File: src/rtl/mem_port_arbiter.sv
// mem_port_arbiter: two-requester arbiter for the single memory port.
// The instruction-fetch path (F_*) and the load/store data path (D_*) both use
// the MFA/MFC four-phase handshake. The winner's request is registered onto the
// memory port (M_*), and completion is returned to the winner only. Round-robin
// fairness decides ties, and a stuck-memory timeout aborts an access.
//
// Ports:
//   clk, rst_n        clock (rising edge) and asynchronous active-low reset
//   i_f_mfa/i_f_addr  fetch request (always a word read) and address
//   o_f_mfc           fetch complete
//   i_d_mfa           data request; i_d_read_write 1=read, i_d_word_byte 1=word
//   i_d_addr/i_d_wdata data address and store data
//   o_d_mfc           data complete
//   o_rdata           read data of the last completed read (shared)
//   o_m_*             memory port request (mfa, read_write, word_byte, addr, wdata)
//   i_m_rdata/i_m_mfc memory read data and function complete
//   o_grant           one-hot owner: bit0 fetch, bit1 data, 00 when idle
//   o_timeout_err     sticky; set when an access is aborted by timeout
module mem_port_arbiter #(
  parameter int unsigned TIMEOUT_CYCLES = 255,
  parameter int unsigned CNT_W          = 8
) (
  input  logic        clk,
  input  logic        rst_n,
  input  logic        i_f_mfa,
  input  logic [31:0] i_f_addr,
  output logic        o_f_mfc,
  input  logic        i_d_mfa,
  input  logic        i_d_read_write,
  input  logic        i_d_word_byte,
  input  logic [31:0] i_d_addr,
  input  logic [31:0] i_d_wdata,
  output logic        o_d_mfc,
  output logic [31:0] o_rdata,
  output logic        o_m_mfa,
  output logic        o_m_read_write,
  output logic        o_m_word_byte,
  output logic [31:0] o_m_addr,
  output logic [31:0] o_m_wdata,
  input  logic [31:0] i_m_rdata,
  input  logic        i_m_mfc,
  output logic [1:0]  o_grant,
  output logic        o_timeout_err
);

  localparam bit TIMEOUT_EN = (TIMEOUT_CYCLES != 0);
  // Counter value on the last BUSY edge before the abort fires.
  localparam logic [CNT_W-1:0] TO_LAST =
    CNT_W'((TIMEOUT_CYCLES == 0) ? 0 : (TIMEOUT_CYCLES - 1));

  typedef enum logic [1:0] {
    ST_IDLE = 2'd0,
    ST_BUSY = 2'd1,
    ST_DONE = 2'd2
  } state_t;

  state_t           r_state;
  logic             r_last_data;   // 1 = data path won the most recent grant
  logic [CNT_W-1:0] r_cnt;
  logic             r_f_mfc;
  logic             r_d_mfc;
  logic [31:0]      r_rdata;
  logic             r_m_mfa;
  logic             r_m_read_write;
  logic             r_m_word_byte;
  logic [31:0]      r_m_addr;
  logic [31:0]      r_m_wdata;
  logic [1:0]       r_grant;
  logic             r_timeout_err;

  logic w_idle_ok;
  logic w_pick_f;
  logic w_pick_d;
  logic w_owner_mfa;

  // Arbitration: a lone request wins; on a tie the side that did not win last.
  assign w_idle_ok   = ~i_m_mfc & ~r_f_mfc & ~r_d_mfc;
  assign w_pick_f    = i_f_mfa & (~i_d_mfa | r_last_data);
  assign w_pick_d    = i_d_mfa & (~i_f_mfa | ~r_last_data);
  assign w_owner_mfa = r_grant[0] ? i_f_mfa : i_d_mfa;

  // Arbiter FSM and all registered outputs.
  always_ff @(posedge clk or negedge rst_n) begin
    if (!rst_n) begin
      r_state        <= ST_IDLE;
      r_last_data    <= 1'b1;
      r_cnt          <= '0;
      r_f_mfc        <= 1'b0;
      r_d_mfc        <= 1'b0;
      r_rdata        <= '0;
      r_m_mfa        <= 1'b0;
      r_m_read_write <= 1'b0;
      r_m_word_byte  <= 1'b0;
      r_m_addr       <= '0;
      r_m_wdata      <= '0;
      r_grant        <= 2'b00;
      r_timeout_err  <= 1'b0;
    end else begin
      case (r_state)
        ST_IDLE: begin
          if (w_idle_ok && (w_pick_f || w_pick_d)) begin
            r_m_mfa <= 1'b1;
            r_cnt   <= '0;
            r_state <= ST_BUSY;
            if (w_pick_f) begin
              r_m_addr       <= i_f_addr;
              r_m_read_write <= 1'b1;
              r_m_word_byte  <= 1'b1;
              r_m_wdata      <= '0;
              r_grant        <= 2'b01;
              r_last_data    <= 1'b0;
            end else begin
              r_m_addr       <= i_d_addr;
              r_m_read_write <= i_d_read_write;
              r_m_word_byte  <= i_d_word_byte;
              r_m_wdata      <= i_d_wdata;
              r_grant        <= 2'b10;
              r_last_data    <= 1'b1;
            end
          end
        end

        ST_BUSY: begin
          if (i_m_mfc) begin
            if (r_m_read_write) begin
              r_rdata <= i_m_rdata;
            end
            r_m_mfa <= 1'b0;
            r_f_mfc <= r_grant[0];
            r_d_mfc <= r_grant[1];
            r_state <= ST_DONE;
          end else if (TIMEOUT_EN && (r_cnt == TO_LAST)) begin
            // Abort is reported as a completion so the owner's handshake closes.
            r_m_mfa       <= 1'b0;
            r_timeout_err <= 1'b1;
            r_f_mfc       <= r_grant[0];
            r_d_mfc       <= r_grant[1];
            r_state       <= ST_DONE;
          end else begin
            r_cnt <= r_cnt + CNT_W'(1);
          end
        end

        ST_DONE: begin
          // Hold MFC until the owner releases and the memory has let go of MFC.
          if (!w_owner_mfa && !i_m_mfc) begin
            r_f_mfc <= 1'b0;
            r_d_mfc <= 1'b0;
            r_grant <= 2'b00;
            r_state <= ST_IDLE;
          end
        end

        default: begin
          r_state <= ST_IDLE;
        end
      endcase
    end
  end

  assign o_f_mfc        = r_f_mfc;
  assign o_d_mfc        = r_d_mfc;
  assign o_rdata        = r_rdata;
  assign o_m_mfa        = r_m_mfa;
  assign o_m_read_write = r_m_read_write;
  assign o_m_word_byte  = r_m_word_byte;
  assign o_m_addr       = r_m_addr;
  assign o_m_wdata      = r_m_wdata;
  assign o_grant        = r_grant;
  assign o_timeout_err  = r_timeout_err;

endmodule

File: config.mk
export PLATFORM = sky130hd
export DESIGN_NAME = mem_port_arbiter
export DESIGN_NICKNAME = d
export VERILOG_FILES = /design/src/rtl/mem_port_arbiter.sv
export SDC_FILE = /design/constraint.sdc
export NUM_CORES = 1
export LEC_CHECK = 0
export CAP_MARGIN = 20
export CORE_MARGIN = 5
export CORE_UTILIZATION = 35
export DETAILED_ROUTE_END_ITERATION = 6
export GPL_ROUTABILITY_DRIVEN = 0
export MAX_ROUTING_LAYER = met4
export PLACE_DENSITY_LB_ADDON = 0.2
export SYNTH_ARGS = -nofsm -noshare
export SYNTH_HDL_FRONTEND = slang
export SYNTH_SLANG_ARGS = --single-unit
export TNS_END_PERCENT = 1
File: constraint.sdc
create_clock -name clk -period 2.2 [get_ports clk]
set_input_delay 0.33 -clock clk [delete_from_list [all_inputs] [get_ports clk]]
set_output_delay 0.33 -clock clk [all_outputs]
set_load 0.01 [all_outputs]
==> impl_metrics.env <==
export IMPL_io_pins=239
export IMPL_synth_fp_nets=623
export IMPL_fin_util_pct=59.7
export IMPL_period_share_pct=90.5
export IMPL_max_cap_violations=0
export IMPL_drtAntennaViolNets=0
export IMPL_post_place_cells=889
export IMPL_syn_avg_cell_area_um2=9.98
export IMPL_clock_latency_ns=0.41
export IMPL_crit_path_start_kind="flop"
export IMPL_hold_slack_ns=0.395
export IMPL_ys_seq_elements=115
export IMPL_async_reset_ff_share_pct=100
export IMPL_yosysSeqAreaShare_pct=59.4
export IMPL_fmax_ghz=0.502
export IMPL_portBuffers=238
export IMPL_r2r_start="r_cnt[0]$_DFFE_PN0P_"
export IMPL_p_leak_nw=3.62
export IMPL_p_sw_mw=3.46
export IMPL_dieHeight_um=128
export IMPL_cts_root_buf="clkbuf_16"
export IMPL_path_common_cell="inv_1"
export IMPL_setup_violations=0
export IMPL_synth_area_leaders="dfrtp_1 59%, nand2_1 11%, mux2_2 7.7%, a31oi_1 4.3%, nand3_1 4.2%"
export IMPL_p_clk_share_pct=26.2
export IMPL_antenna_cells=0
export IMPL_dr_pass1_iters=4
export IMPL_synth_common_cells="138 x nand2_1, 114 x dfrtp_1, 41 x nand3_1, 37 x nor2_1"
export IMPL_maxSlewHeadroom_pct=61.2
export IMPL_totalWireLength_um=14600
export IMPL_crit_buf_inv=2
export IMPL_grt_pass1_wl_um=23100
export IMPL_track_usage_pct=18.4
export IMPL_critical_path_cell_chain="inv_1, ha_1, nand3_1, nor3_1, or4_1, inv_1, mux2_2"
export IMPL_drive_above_1_share_pct=12.3
export IMPL_r2r_end="r_cnt[1]$_DFFE_PN0P_"
export IMPL_power_density_mw_per_mm2=1320
export IMPL_synth_top_area_share_pct=58.8
export IMPL_crit_fanout=6
export IMPL_core_mm2=0.0137
export IMPL_clock_sinks=115
export IMPL_synth_most_common_cell="nand2_1"
export IMPL_routedWlPerCell_um=15.9
export IMPL_clk_pin_slew_ns=0.06
export IMPL_cp_data_arrival_time_ns=2.28
export IMPL_netlist_area_mm2=0.00485
export IMPL_die_x_um=128
export IMPL_crit_required_ns=2.49
export IMPL_power_frac_comb_pct=40.3
export IMPL_ir_drop_v=0.000565
export IMPL_drtIter0Drc=214
export IMPL_grt_max_degree=48
export IMPL_layout_nets=866
export IMPL_tightest_slew_ns=0.580
export IMPL_cts_resized=0
export IMPL_synth_cells=486
export IMPL_fin_cells=922
export IMPL_cts_setup_buffers=0
export IMPL_p_sw_share_pct=31.9
export IMPL_cts_htree_levels=4
export IMPL_skew_ns=0.00886
export IMPL_r2r_cells=7
export IMPL_dieArea_mm2=0.0163
export IMPL_crit_path_max_incr_delay_ns=0.54
export IMPL_grt_pass1_vias=4567
export IMPL_start_util_pct=35.4
export IMPL_vias=4430
export IMPL_run_status="completed"
export IMPL_p_seq_share_pct=33.5
export IMPL_cts_inserted_buffers=17
export IMPL_cts_tree="yes"
export IMPL_synth_top_area_cell="dfrtp_1"
export IMPL_path_class="reg -> reg"
export IMPL_routed_via_density=4.80
export IMPL_intPower_mw=7.36
export IMPL_cp_top_family="simple AND/OR/NAND/NOR gates"
export IMPL_yosys_warnings=0
export IMPL_synth_cell_types=38
export IMPL_fin_tns_setup_ns=0
export IMPL_overflow=0
export IMPL_area_delta_synth_final_pct=68.8
export IMPL_drc_errors=0
export IMPL_clk_path_buf_depth=2
export IMPL_hold_viol_final=0
export IMPL_cpMaxStageDelayCell="or4_1"
export IMPL_worst_r2r_setup_slack_ns=0.21
export IMPL_antenna_found_initial=0
export IMPL_post_route_min_period_ns=1.99
export IMPL_row_count=43
export IMPL_synth_edff_count=0
export IMPL_rsz0062_at_grt="false"
export IMPL_hold_class="in -> async"
export IMPL_finalMaxSlewViolations=0
export IMPL_worstSetupEndpointType="flop"
export IMPL_dpl_hpwl_um=10900
export IMPL_ys_flop_type="dfrtp_1"
## logic make-up after synthesis
| family | after synthesis | synth area share (%) |
|---|---|---|
| flip-flops | 115 | 59.4 |
| AO/OA/AOI/OAI | 58 | 8.02 |
| multiplexers | 36 | 8.28 |
| buffers and inverters | 38 | 3.33 |
| AND/OR/NAND/NOR | 237 | 20.5 |
| adder cells (fa/ha/maj) | 2 | 0.516 |
## timing repair
item | in CTS | in global routing
endpoints found under the hold margin | 27 | 0
hold buffers | 1 | 0
endpoints found under the setup margin | 0 | 0
## sequential cells by signal (all words and copies together) (netlist names)
register,flops
o_m_addr,32
o_m_wdata,32
o_rdata,32
r_cnt,8
o_grant,2
r_state,2
o_d_mfc,1
o_f_mfc,1
o_m_mfa,1
o_m_read_write,1
o_m_word_byte,1
o_timeout_err,1
r_last_data,1
## final cells by class
cell class / instances / area, um2
inverter: 6 / 22.5
clock inverter: 14 / 176
clock buffer: 18 / 439
fill: 1151 / 5530
sequential: 115 / 2880
timing repair buffer: 256 / 2620
tap: 180 / 225
multi-input combinational: 333 / 1830
## stage by stage
| step | setup WS (ns) | power (mW) | instance area [um2] |
|---|---|---|---|
| 5_1_grt | 0.0737 | 11.5 | 8190 |
| 6_report | 0.209 | 10.8 | 8190 |
| 3_5_place_dp | -0.0286 | 8.06 | 7560 |
| 3_3_place_gp | 0.0188 | 7.95 | 7560 |
| 4_1_cts | 0.207 | 11.0 | 8190 |
| 2_1_floorplan | 0.392 | 5.41 | 4850 |
## routing by layer
| metal | routed length, um | track usage (%) | up-vias |
|---|---|---|---|
| li1 | - | - | 2138 |
| met1 | 6090 | 21.7 | 2084 |
| met2 | 7150 | 29.6 | 198 |
| met3 | 1270 | 7.21 | 10 |
| met4 | 128 | 4.93 | 0 |
| met5 | 0 | - | - |
## power groups by stage
stage | logic, mW | registers [mW] | clock network [mW]
floorplan | 1.43 | 3.98 | 0
global placement | 4.34 | 3.61 | 0
detailed placement | 4.40 | 3.66 | 0
CTS | 4.42 | 3.63 | 2.90
global route | 4.71 | 3.76 | 3.00
finish | 4.35 | 3.62 | 2.84
## worst max path at each step
stage	startpoint	endpoint	cells past startpoint
detailed placement	i_d_mfa	r_cnt[1]$_DFFE_PN0P_	6
global placement	i_d_mfa	r_cnt[1]$_DFFE_PN0P_	6
finish	r_cnt[0]$_DFFE_PN0P_	r_cnt[1]$_DFFE_PN0P_	7
CTS	r_cnt[0]$_DFFE_PN0P_	r_cnt[1]$_DFFE_PN0P_	7
global route	r_cnt[0]$_DFFE_PN0P_	r_cnt[1]$_DFFE_PN0P_	7
floorplan	r_cnt[0]$_DFFE_PN0P_	r_cnt[1]$_DFFE_PN0P_	8
## placed cells by master, fill, tap and decap left out, types with 7 or more instances in the layout
cell             synthesis  routed
clkdlybuf4s50_1          0     237
nand2_1                138     138
dfrtp_1                114     114
nand3_1                 41      41
nor2_1                  37      37
a31oi_1                 33      33
mux2_2                  33      33
clkbuf_16                0      17
buf_4                    0      10
buf_12                   0       8
o21ai_0                  8       7
## worst reg2reg max path, stage by stage, from the launching register on
cell     delay (ns)
dfrtp_1        0.37
inv_1          0.08
ha_1           0.21
nand3_1        0.14
nor3_1         0.07
or4_1          0.54
inv_1          0.13
mux2_2         0.33
(Power assumes the default switching activity.)
==> RTL change 1: new RTL, same flow settings <==
Change the parameter `CNT_W` from 8 to 12.
--- a/src/rtl/mem_port_arbiter.sv
+++ b/src/rtl/mem_port_arbiter.sv
@@ -19,5 +19,5 @@
 module mem_port_arbiter #(
   parameter int unsigned TIMEOUT_CYCLES = 255,
-  parameter int unsigned CNT_W          = 8
+  parameter int unsigned CNT_W          = 12
 ) (
   input  logic        clk,
Formal check against the unedited RTL: no difference found for any inputs over 4 cycles, from zero or initial values and one cycle with rst_n low; that may be too few to reach the edited logic, so the function may still have changed.
==> RTL change 1 against the unedited design <==
- synthesized cell count decreased by 16%
- global-route usage is 0.68 points higher
- sequential cell count grew 4
- design area down 0.89%
- power grew 1.5%
- count of clock-buffer cells in the layout stayed put
- area after synthesis is 0.77% lower
- combinational power grew 4%
- setup slack worse by 0.11 ns
- via count down 4.7%
- wire length is 1.5% higher
- critical path type unchanged
==> RTL change 1: results (changes against the unedited design) <==
| Metric | Value |
|---|---|
| Final net count | 794 (was 866) |
| Clk_skew | 0.00325 ns (was 0.00886 ns) |
| DP Area | 7490 sq um (was 7560 sq um) |
| Met1 Use GR | 22.1% (was 21.7%) |
| Count of plain and timing-repair buffers | 257 (was 256) |
| Gate Count Post-Synth | 406 (was 486) |
| Synth cell types | 40 (was 38) |
| GR met2 Demand/Resource | 30.5% (was 29.6%) |
| GRT Total Usage | 19.1% (was 18.4%) |
| # fillers | 1,091 (was 1,151) |
| FF/Latch Area | 2980 sq um (was 2880 sq um) |
| Num rows | 42 (was 43) |
| Pre-CTS WS | 0.0637 ns (was -0.0286 ns) |
| Iteration-0 DRC Markers | 190 (was 214) |
| Area of the multi-input gates | 1710 sq um (was 1830 sq um) |
| Area contributors post-synth | dfrtp_1 (61%), mux2_1 (7.5%), a22o_1 (6.0%) (was dfrtp_1 (59%), nand2_1 (11%), mux2_2 (7.7%)) |
| Delay-heaviest family, CP | simple AND/OR/NAND/NOR gates (unchanged) |
| Status | completed (unchanged) |
| Vias per std cell | 4.99 (was 4.80) |
| YS warnings | 0 (unchanged) |
| Synth Register Bits | 119 (was 115) |
| Critical Path Fanout Max | 9 (was 6) |
| Crit path largest cell delay | 0.41 ns (was 0.54 ns) |
| DP HPWL | 11.2 mm (was 10.9 mm) |
| Layout area overhead | 68.6% (was 68.8%) |
| Seq/Total Area, Yosys | 61.9% (was 59.4%) |
| Vias in the first global route | 4,422 (was 4,567) |
| Signal inverters | 5 (was 6) |
| Multi-input logic cell count | 257 (was 333) |
| Clk cell area share | 7.54% (was 7.52%) |
| Critical Path AT | 2.41 ns (was 2.28 ns) |
| Final WL | 14.9 mm (was 14.6 mm) |
| Largest net degree at the start of global routing | 40 (was 48) |
| Met3 wire len | 1.23 mm (was 1.27 mm) |
| Layout Cells excl Fill | 846 (was 922) |
| Share of cells above drive strength 1 | 9.10% (was 12.3%) |
| Placed Instances | 813 (was 889) |
| Most instantiated cells after synthesis | dfrtp_1 (118), nor2_1 (70), a22o_1 (33), mux2_1 (32), o22ai_1 (32) (was nand2_1 (138), dfrtp_1 (114), nand3_1 (41), nor2_1 (37)) |
| M1 WL | 6.03 mm (was 6.09 mm) |
| First-pass GRT wire length | 23.4 mm (was 23.1 mm) |
| Buffering overhead | 31.7% (was 32.0%) |
-- RTL change 1: final timing paths --
path,end,slack (ns)
max,r_cnt[4],0.1
min,o_rdata[9],0.37
max reg2reg,r_cnt[4],0.1
min reg2reg,r_cnt[11],0.48
max in group asynchronous,o_m_addr[13],1.19
min in group clk,r_cnt[11],0.48
-- RTL change 1: cells by family after synthesis --
| kind of cell | after synthesis | synth area share, % |
|---|---|---|
| AO/OA/AOI/OAI | 107 | 16.0 |
| AND/OR/NAND/NOR | 115 | 11.0 |
| buffers and inverters | 30 | 2.83 |
| adder cells (fa/ha/maj) | 2 | 0.520 |
| multiplexers | 33 | 7.80 |
| flip-flops | 119 | 61.9 |
-- RTL change 1: repair_timing --
action | CTS | global route
hold buffers | 1 | 0
endpoints found under the setup margin | 0 | 6
endpoints found under the hold margin | 23 | 0
resized for setup | 0 | 2
-- RTL change 1: power by group --
group	internal [W]	switching, W
logic	0.00257	0.00194
clock network	0.00182	0.00101
registers	0.00311	0.000529
total	0.00750	0.00348
==> RTL change 2: new RTL, same settings <==
Without the edit above. Encoding of `state_t`: now one-hot (3 bits for 3 states).
--- a/src/rtl/mem_port_arbiter.sv
+++ b/src/rtl/mem_port_arbiter.sv
@@ -49,8 +49,8 @@
     CNT_W'((TIMEOUT_CYCLES == 0) ? 0 : (TIMEOUT_CYCLES - 1));
 
-  typedef enum logic [1:0] {
-    ST_IDLE = 2'd0,
-    ST_BUSY = 2'd1,
-    ST_DONE = 2'd2
+  typedef enum logic [2:0] {
+    ST_IDLE = 3'b001,
+    ST_BUSY = 3'b010,
+    ST_DONE = 3'b100
   } state_t;
 
Formal check against the unedited RTL: no difference found for any inputs over 4 cycles, from zero or initial values and one cycle with rst_n low; so few cycles prove little.
==> RTL change 2 against the unedited design <==
- power is 3.6% lower
- area after synthesis increased by 2.7%
- critical path type unchanged
- wire length down 4.0%
- first-iteration DRC count shrank 2.3%
- design area grew 0.57%
- sequential share of layout area is 0.12 points higher
- synthesized cell count is 8.2% lower
- global-route usage decreased by 0.75 points
- via count fell by 6.1%
- setup slack better by 0.043 ns
- sequential cell count increased by 1
- count of clock-buffer cells in the layout increased by 2
==> RTL change 2: results (changes against the unedited design) <==
| Metric | Value |
|---|---|
| Period minus WS final | 1.95 ns (was 1.99 ns) |
| Placed Instances | 848 (was 889) |
| Iteration-0 DRC Markers | 209 (was 214) |
| Drt first pass iters | 5 (was 4) |
| Status | completed (unchanged) |
| Mux share of post-synthesis cell area | 14.1% (was 8.28%) |
| DP HPWL | 10.6 mm (was 10.9 mm) |
| Share of cells above drive strength 1 | 9.13% (was 12.3%) |
| GRT Total Usage | 17.7% (was 18.4%) |
| Layout Cells excl Fill | 881 (was 922) |
| Yosys top cell area share | 57.2% (was 58.8%) |
| Max IR drop VDD | 0.607 mV (was 0.565 mV) |
| R2r setup slk | 0.25 ns (was 0.21 ns) |
| Post-Synth Adder-Cell Area | 0.502% (was 0.516%) |
| Seq/Total Area, Yosys | 58.3% (was 59.4%) |
| First-pass GRT wire length | 22.1 mm (was 23.1 mm) |
| Most instantiated cells after synthesis | dfrtp_1 (114), nand2_1 (105), nand3_1 (37), o21ai_1 (36), mux2i_1 (32) (was nand2_1 (138), dfrtp_1 (114), nand3_1 (41), nor2_1 (37)) |
| Largest net degree at the start of global routing | 73 (was 48) |
| Crit path from | r_state[0] (was r_cnt[0]) |
| Wire length per cell | 16.0 um (was 15.9 um) |
| Vias in the first global route | 4,426 (was 4,567) |
| Crit path to | o_m_addr[11] (was r_cnt[1]) |
| Area contributors post-synth | dfrtp_1 (57%), nand2_1 (7.9%), mux2_1 (7.0%) (was dfrtp_1 (59%), nand2_1 (11%), mux2_2 (7.7%)) |
| Leakage power | 3.78 nW (was 3.62 nW) |
| Final net count | 825 (was 866) |
| Critical Path Fanout Max | 72 (was 6) |
| Worst Tran Pin Value | 0.710 ns (was 0.580 ns) |
| Via Count | 4,160 (was 4,430) |
| Mapped Nets | 583 (was 623) |
| Syn Area/Cell | 11.2 sq um (was 9.98 sq um) |
## RTL change 2: changes by cell type after synthesis, sizes merged, moves of 7 or more
| cell | change |
|---|---|
| nand2 | -33 |
| nor2 | -33 |
| o21ai | +33 |
| a31oi | -31 |
| mux2i | +29 |
| clkbuf | -9 |
| buf | +7 |
## RTL change 2: what timing repair did
item,in CTS,in global routing
setup endpoints to repair,0,0
hold endpoints to repair,27,0
hold buffers,1,0
## RTL change 2: cell type report
class	instances	area, sq um
clock buffers	20	467
clock inverters	12	153
fillers	1200	5700
inverters	5	21.3
multi-input cells	295	1900
flip-flops and latches	116	2910
well taps	180	225
repair buffers	253	2560
## RTL change 2: routing by layer
layer	GRT usage, %	wire, um
met1	20.8	5980
met2	26.9	6320
met3	6.43	1350
met4	8.46	393
met5	-	0
## RTL change 2: power by group
group,internal [W],switching [W]
Sequential,0.00301,0.000494
Combinational,0.00225,0.00183
Clock,0.00187,0.000975
Total,0.00713,0.00330
